$ cat src/rtl/uart_pkg.sv
// Shared UART definitions: receiver states, frame constants and the baud divider helper.
// The PARITY state is only reachable when UART_RX_PARITY_EN is defined.
package uart_pkg;

    localparam int unsigned UART_DATA_BITS  = 8;
    localparam logic        UART_IDLE_LEVEL = 1'b1;

    typedef enum logic [2:0] {
        IDLE,
        START,
        DATA,
        PARITY,
        STOP
    } rx_state_e;

    // Sysclk cycles per oversample tick, rounded down.
    function automatic int unsigned uart_calc_div(input int unsigned clk_freq,
                                                  input int unsigned baud,
                                                  input int unsigned oversample);
        return clk_freq / (baud * oversample);
    endfunction

endpackage

$ cat src/rtl/uart_baud_tick.sv
// Oversample tick generator: counts 0..DIV-1, pulses tick_o on the last count.
// A synchronous clear restarts the phase so a receiver can align ticks to a start edge.
module uart_baud_tick #(
    parameter int unsigned DIV = 651
) (
    input  logic clk_i,
    input  logic reset_i,
    input  logic clear_i,
    output logic tick_o
);

    localparam int unsigned CW = (DIV > 1) ? $clog2(DIV) : 1;
    localparam logic [CW-1:0] LAST = CW'(DIV - 1);

    logic [CW-1:0] cnt_q;
    logic [CW-1:0] cnt_d;

    assign tick_o = (cnt_q == LAST);

    always_comb begin
        cnt_d = cnt_q + CW'(1);
        if (clear_i || tick_o) begin
            cnt_d = '0;
        end
    end

    always_ff @(posedge clk_i) begin
        if (reset_i) begin
            cnt_q <= '0;
        end else begin
            cnt_q <= cnt_d;
        end
    end

endmodule

$ cat src/rtl/uart_rx_frontend.sv
// UART receive front end: synchronises rxd, oversamples 8N1 frames and hands bytes over valid/ack.
// Define UART_RX_PARITY_EN for an even-parity bit between data and stop, with an rx_parity_err pulse.
module uart_rx_frontend
    import uart_pkg::*;
#(
    parameter int unsigned CLK_FREQ   = 100_000_000,
    parameter int unsigned BAUD       = 9600,
    parameter int unsigned OVERSAMPLE = 16
) (
    input  logic                      sysclk,
    input  logic                      reset,
    input  logic                      rxd,
    output logic [UART_DATA_BITS-1:0] rx_data,
    output logic                      rx_valid,
    input  logic                      rx_ack,
    output logic                      rx_overrun,
    output logic                      rx_frame_err
`ifdef UART_RX_PARITY_EN
    ,
    output logic                      rx_parity_err
`endif
);

    localparam int unsigned DIV = uart_calc_div(CLK_FREQ, BAUD, OVERSAMPLE);
    localparam int unsigned SCW = $clog2(OVERSAMPLE);
    localparam int unsigned BIW = $clog2(UART_DATA_BITS);
    localparam logic [SCW-1:0] HALF_LAST = SCW'(OVERSAMPLE / 2 - 1);
    localparam logic [SCW-1:0] FULL_LAST = SCW'(OVERSAMPLE - 1);
    localparam logic [BIW-1:0] LAST_BIT  = BIW'(UART_DATA_BITS - 1);

    logic rxd_meta_q;
    logic rxd_s_q;
    logic rxd_d_q;
    logic start_edge;
    logic tick;
    logic tick_clear;

    rx_state_e state_q, state_d;
    logic [SCW-1:0]            sample_cnt_q, sample_cnt_d;
    logic [BIW-1:0]            bit_idx_q, bit_idx_d;
    logic [UART_DATA_BITS-1:0] shift_q, shift_d;
    logic                      stop_sample;
    logic                      parity_ok;
    logic                      deliver;
    logic                      frame_err_ev;

    logic [UART_DATA_BITS-1:0] rx_data_q, rx_data_d;
    logic                      rx_valid_q, rx_valid_d;
    logic                      rx_overrun_q, rx_overrun_d;
    logic                      frame_err_q;

`ifdef UART_RX_PARITY_EN
    logic parity_bit_q, parity_bit_d;
    logic parity_err_ev;
    logic parity_err_q;
`endif

    // Synchroniser and edge history all idle high so reset never fakes a start edge.
    always_ff @(posedge sysclk) begin
        if (reset) begin
            rxd_meta_q <= UART_IDLE_LEVEL;
            rxd_s_q    <= UART_IDLE_LEVEL;
            rxd_d_q    <= UART_IDLE_LEVEL;
        end else begin
            rxd_meta_q <= rxd;
            rxd_s_q    <= rxd_meta_q;
            rxd_d_q    <= rxd_s_q;
        end
    end

    assign start_edge = rxd_d_q & ~rxd_s_q;

    uart_baud_tick #(
        .DIV(DIV)
    ) u_baud_tick (
        .clk_i  (sysclk),
        .reset_i(reset),
        .clear_i(tick_clear),
        .tick_o (tick)
    );

    always_comb begin
        state_d      = state_q;
        sample_cnt_d = sample_cnt_q;
        bit_idx_d    = bit_idx_q;
        shift_d      = shift_q;
        tick_clear   = 1'b0;
        stop_sample  = 1'b0;
`ifdef UART_RX_PARITY_EN
        parity_bit_d = parity_bit_q;
`endif
        case (state_q)
            IDLE: begin
                if (start_edge) begin
                    tick_clear   = 1'b1;
                    sample_cnt_d = '0;
                    state_d      = START;
                end
            end
            START: begin
                if (tick) begin
                    if (sample_cnt_q == HALF_LAST) begin
                        sample_cnt_d = '0;
                        bit_idx_d    = '0;
                        state_d      = rxd_s_q ? IDLE : DATA;
                    end else begin
                        sample_cnt_d = sample_cnt_q + SCW'(1);
                    end
                end
            end
            DATA: begin
                if (tick) begin
                    if (sample_cnt_q == FULL_LAST) begin
                        sample_cnt_d       = '0;
                        shift_d[bit_idx_q] = rxd_s_q;
                        bit_idx_d          = bit_idx_q + BIW'(1);
                        if (bit_idx_q == LAST_BIT) begin
`ifdef UART_RX_PARITY_EN
                            state_d = PARITY;
`else
                            state_d = STOP;
`endif
                        end
                    end else begin
                        sample_cnt_d = sample_cnt_q + SCW'(1);
                    end
                end
            end
`ifdef UART_RX_PARITY_EN
            PARITY: begin
                if (tick) begin
                    if (sample_cnt_q == FULL_LAST) begin
                        sample_cnt_d = '0;
                        parity_bit_d = rxd_s_q;
                        state_d      = STOP;
                    end else begin
                        sample_cnt_d = sample_cnt_q + SCW'(1);
                    end
                end
            end
`endif
            STOP: begin
                if (tick) begin
                    if (sample_cnt_q == FULL_LAST) begin
                        sample_cnt_d = '0;
                        stop_sample  = 1'b1;
                        state_d      = IDLE;
                    end else begin
                        sample_cnt_d = sample_cnt_q + SCW'(1);
                    end
                end
            end
            default: begin
                state_d = IDLE;
            end
        endcase
    end

`ifdef UART_RX_PARITY_EN
    assign parity_ok     = ~(^{shift_q, parity_bit_q});
    assign parity_err_ev = stop_sample & rxd_s_q & ~parity_ok;
`else
    assign parity_ok     = 1'b1;
`endif
    assign frame_err_ev = stop_sample & ~rxd_s_q;
    assign deliver      = stop_sample & rxd_s_q & parity_ok;

    // A delivery racing an ack replaces the byte; without an ack the new byte is dropped.
    always_comb begin
        rx_data_d    = rx_data_q;
        rx_valid_d   = rx_valid_q;
        rx_overrun_d = rx_overrun_q;
        if (deliver) begin
            if (rx_valid_q && !rx_ack) begin
                rx_overrun_d = 1'b1;
            end else begin
                rx_data_d  = shift_q;
                rx_valid_d = 1'b1;
            end
        end else if (rx_valid_q && rx_ack) begin
            rx_valid_d   = 1'b0;
            rx_overrun_d = 1'b0;
        end
    end

    always_ff @(posedge sysclk) begin
        if (reset) begin
            state_q      <= IDLE;
            sample_cnt_q <= '0;
            bit_idx_q    <= '0;
            shift_q      <= '0;
            rx_data_q    <= '0;
            rx_valid_q   <= 1'b0;
            rx_overrun_q <= 1'b0;
            frame_err_q  <= 1'b0;
`ifdef UART_RX_PARITY_EN
            parity_bit_q <= 1'b0;
            parity_err_q <= 1'b0;
`endif
        end else begin
            state_q      <= state_d;
            sample_cnt_q <= sample_cnt_d;
            bit_idx_q    <= bit_idx_d;
            shift_q      <= shift_d;
            rx_data_q    <= rx_data_d;
            rx_valid_q   <= rx_valid_d;
            rx_overrun_q <= rx_overrun_d;
            frame_err_q  <= frame_err_ev;
`ifdef UART_RX_PARITY_EN
            parity_bit_q <= parity_bit_d;
            parity_err_q <= parity_err_ev;
`endif
        end
    end

    assign rx_data      = rx_data_q;
    assign rx_valid     = rx_valid_q;
    assign rx_overrun   = rx_overrun_q;
    assign rx_frame_err = frame_err_q;
`ifdef UART_RX_PARITY_EN
    assign rx_parity_err = parity_err_q;
`endif

endmodule

$ cat config.mk
export PLATFORM = sky130hd
export DESIGN_NAME = uart_rx_frontend
export DESIGN_NICKNAME = d
export VERILOG_FILES = /design/src/rtl/uart_pkg.sv /design/src/rtl/uart_baud_tick.sv /design/src/rtl/uart_rx_frontend.sv
export SDC_FILE = /design/constraint.sdc
export NUM_CORES = 1
export LEC_CHECK = 0
export BUFFER_PORTS_ARGS = -buffer_cell sky130_fd_sc_hd__clkbuf_2
export CELL_PAD_IN_SITES_DETAIL_PLACEMENT = 1
export CELL_PAD_IN_SITES_GLOBAL_PLACEMENT = 1
export CORE_MARGIN = 8
export CORE_UTILIZATION = 47
export CTS_BUF_LIST = sky130_fd_sc_hd__clkbuf_8
export DETAILED_ROUTE_END_ITERATION = 10
export GPL_TIMING_DRIVEN = 0
export PLACE_DENSITY = 0.81
export REMOVE_ABC_BUFFERS = 1
export SYNTH_ARGS = -nofsm -noshare
export SYNTH_HDL_FRONTEND = slang
export SYNTH_SLANG_ARGS = --single-unit
$ cat constraint.sdc
create_clock -name sysclk -period 2.9 [get_ports sysclk]
set_input_delay 0.29 -clock sysclk [delete_from_list [all_inputs] [get_ports sysclk]]
set_output_delay 0.29 -clock sysclk [all_outputs]
set_load 0.05 [all_outputs]
==> flow_summary.toml <==
[sta]
fin_setup_tns_ns = 0
fmax_mhz = 398
rsz0062_at_grt = "no"
worstMarginPinSlew_ns = 0.899
setup_viol = 0
slew_headroom_pct = 40.1
drv_slew = 0
hold_viol = 0
period_share_pct = 86.7
fin_skew_ns = 0.0112
holdWs_ns = 0.172
finalWorstSetupSlack_ns = 0.385
finalCriticalPeriod_ns = 2.51

[global_routing]
track_usage_pct = 14.3
grt_pass1_wl_mm = 7.56
grt_pass1_vias = 1691
antenna_found_initial = 0
gr-total-overflow = 0
grt_max_degree = 35

[route]
vias_per_cell = 5.87
drc = 0
drt-total-wl_mm = 4.43
drt_pass1_iterations = 4
wire_per_inst_um = 15.4
drtIter0Drc = 63
vias = 1691
ant_nets = 0

[place]
placed_cells = 280
dpl_worst_slack_ns = 0.209
dp_hpwl_mm = 3.10
place_area_sq_mm = 0.00211
numPortBuffers = 14
place_congestion = 0.770

[pwr]
max-vdd-ir-drop_uv = 248
totalPowerFinal_mw = 1.02
p_leak_nw = 0.757
power_density_mw_per_mm2 = 461

[worst_setup_path]
arrival_ns = 2.75
worst_ep_required_time_ns = 3.14
critPathLaunchType = "register"
crit_path_end_kind = "register"
critPathMaxFanout = 24
path_class = "register to register"

[outcome]
status = "complete, no violations"

[finish]
final_area_sq_mm = 0.00221
diodes = 0
nNetsFinal = 244
finish.utilization_pct = 51.8
drive_gt1_share_pct = 15.3
stdcell_count = 288
area_growth_pct = 7.69

[floorplanning]
placementRows = 24
die_w_um = 82.0
start_util_pct = 48.1
die_y_um = 82.0
coreArea_sq_mm = 0.00426
ios = 15
die-area_sq_mm = 0.00673

[yosys]
ys_ff_latch = 42
netlist_area_sq_mm = 0.00205
synth_cell_types = 46
synth_edf_count = 0
netlist_instances = 232
ys_async_sr_fraction_pct = 0
synth.avg_cell_area_sq_um = 8.83
ys_seq_area_share_pct = 41.0
yosysWarnings = 0
synth_flop_cell = "dfxtp_1"

[clock_tree]
clk_pin_slew_ns = 0.08
clkSinkCount = 42
cts_hold_buf = 0
insertion_delay_ns = 0.30
post_cts_resized = 0
cts_tree = "built"
root_buffer = "clkbuf_8"
cts_max_path_buffers = 2
h-tree-depth = 2
cts_made_buffers = 5
post-cts-setup-buffers = 0

[job]
maxCapViolCount = 0

[worst_hold_path]
hold_path.class = "input pin to register"
==> path summary, 6_finish.rpt <==
kind	slack (ns)	start	to	cells past startpoint
hold reg to reg	0.44	rxd_meta_q	rxd_s_q	1
setup / recovery	0.39	u_baud_tick.cnt_q[5]	state_q[2]	4
hold / removal	0.17	rxd	rxd_meta_q	2
setup reg to reg	0.39	u_baud_tick.cnt_q[5]	state_q[2]	4
==> layout by cell type (no fill, tap or decap), types with 2 or more instances in the layout <==
master | Yosys | final
a21bo_2 | 2 | 2
a21oi_1 | 21 | 21
a22o_1 | 2 | 2
a31oi_1 | 3 | 3
and3_1 | 3 | 3
and3b_1 | 3 | 3
clkbuf_2 | 1 | 14
clkbuf_8 | 0 | 6
dfxtp_1 | 42 | 42
ha_1 | 5 | 5
inv_1 | 3 | 4
mux2i_1 | 2 | 2
nand2_1 | 7 | 7
nand2b_1 | 9 | 9
nand3_1 | 9 | 9
nand3b_1 | 3 | 3
nand4_1 | 18 | 18
nand4b_1 | 3 | 3
nor2_1 | 20 | 20
nor2b_1 | 3 | 3
nor3_1 | 4 | 3
o211ai_1 | 5 | 5
o21ai_0 | 5 | 5
o22ai_1 | 2 | 2
o31ai_1 | 9 | 9
o41ai_1 | 3 | 3
or2_2 | 3 | 3
or3b_2 | 2 | 2
xnor2_1 | 4 | 4
xor2_1 | 5 | 5
==> critical path: stages (launching register included) <==
cell and delay [ns]:
dfxtp_1 0.36, or4b_4 0.58, or3_1 0.74, a221oi_2 0.53
mux2i_1 0.22
==> cell type report <==
| type | count | area [sq um] |
|---|---|---|
| Sequential cell | 42 | 841 |
| Multi-Input combinational cell | 169 | 1130 |
| Timing Repair Buffer | 14 | 70.1 |
| Tap cell | 52 | 65.1 |
| Inverter | 3 | 11.3 |
| Clock buffer | 6 | 82.6 |
| Fill cell | 507 | 2060 |
| Clock inverter | 2 | 8.76 |
==> where the power goes <==
part           switching [mW]  total, mW  internal (mW)
clock                   0.199      0.388          0.189
combinational          0.0246     0.0392         0.0146
sequential            0.00821      0.591          0.582
==> cell usage after synthesis (all sizes together) (4+ instances only) <==
library cell  number  area [sq um]
nand4             18           113
xor2               5          43.8
nand2              7          26.3
ha                 5          62.6
a21oi             21           105
o211ai             5          37.5
clkbuf            14          53.8
o21ai              5          25.0
nand3b             4          33.8
nor2              20          75.1
dfxtp             42           841
o31ai              9          67.6
buf                4          25.0
nor3               4          20.0
xnor2              4          35.0
nand2b             9          56.3
nand3              9          45.0
==> layer usage <==
| layer | GRT usage, % | up-vias | wire, um | share of wire [%] |
|---|---|---|---|---|
| met2 | 24.7 | 18 | 2130 | 48 |
| met3 | 2.74 | 7 | 160 | 3.6 |
| met1 | 16.1 | 799 | 2050 | 46 |
| met4 | 8.25 | 0 | 88 | 2.0 |
| li1 | - | 867 | - | - |
| met5 | 0 | - | 0 | 0 |
==> flip-flops by register name (all words and copies together), names as in the netlist, 3 cells and up <==
| register | count |
|---|---|
| rx_data | 8 |
| state_q | 3 |
| sample_cnt_q | 4 |
| bit_idx_q | 3 |
| shift_q | 8 |
| u_baud_tick.cnt_q | 10 |
==> cells by family (layout without fill, tap and decap cells) <==
family,count (synthesis),in the layout,share of synthesized area [%]
buf+inv,21,25,4.40
flops,42,42,41.0
simple gates,96,96,28.0
mux,3,3,1.53
compound gates,56,56,18.1
fa+ha+maj,5,5,3.05
xor+xnor,9,9,3.85
No activity file was read; power rests on OpenSTA's default activity.
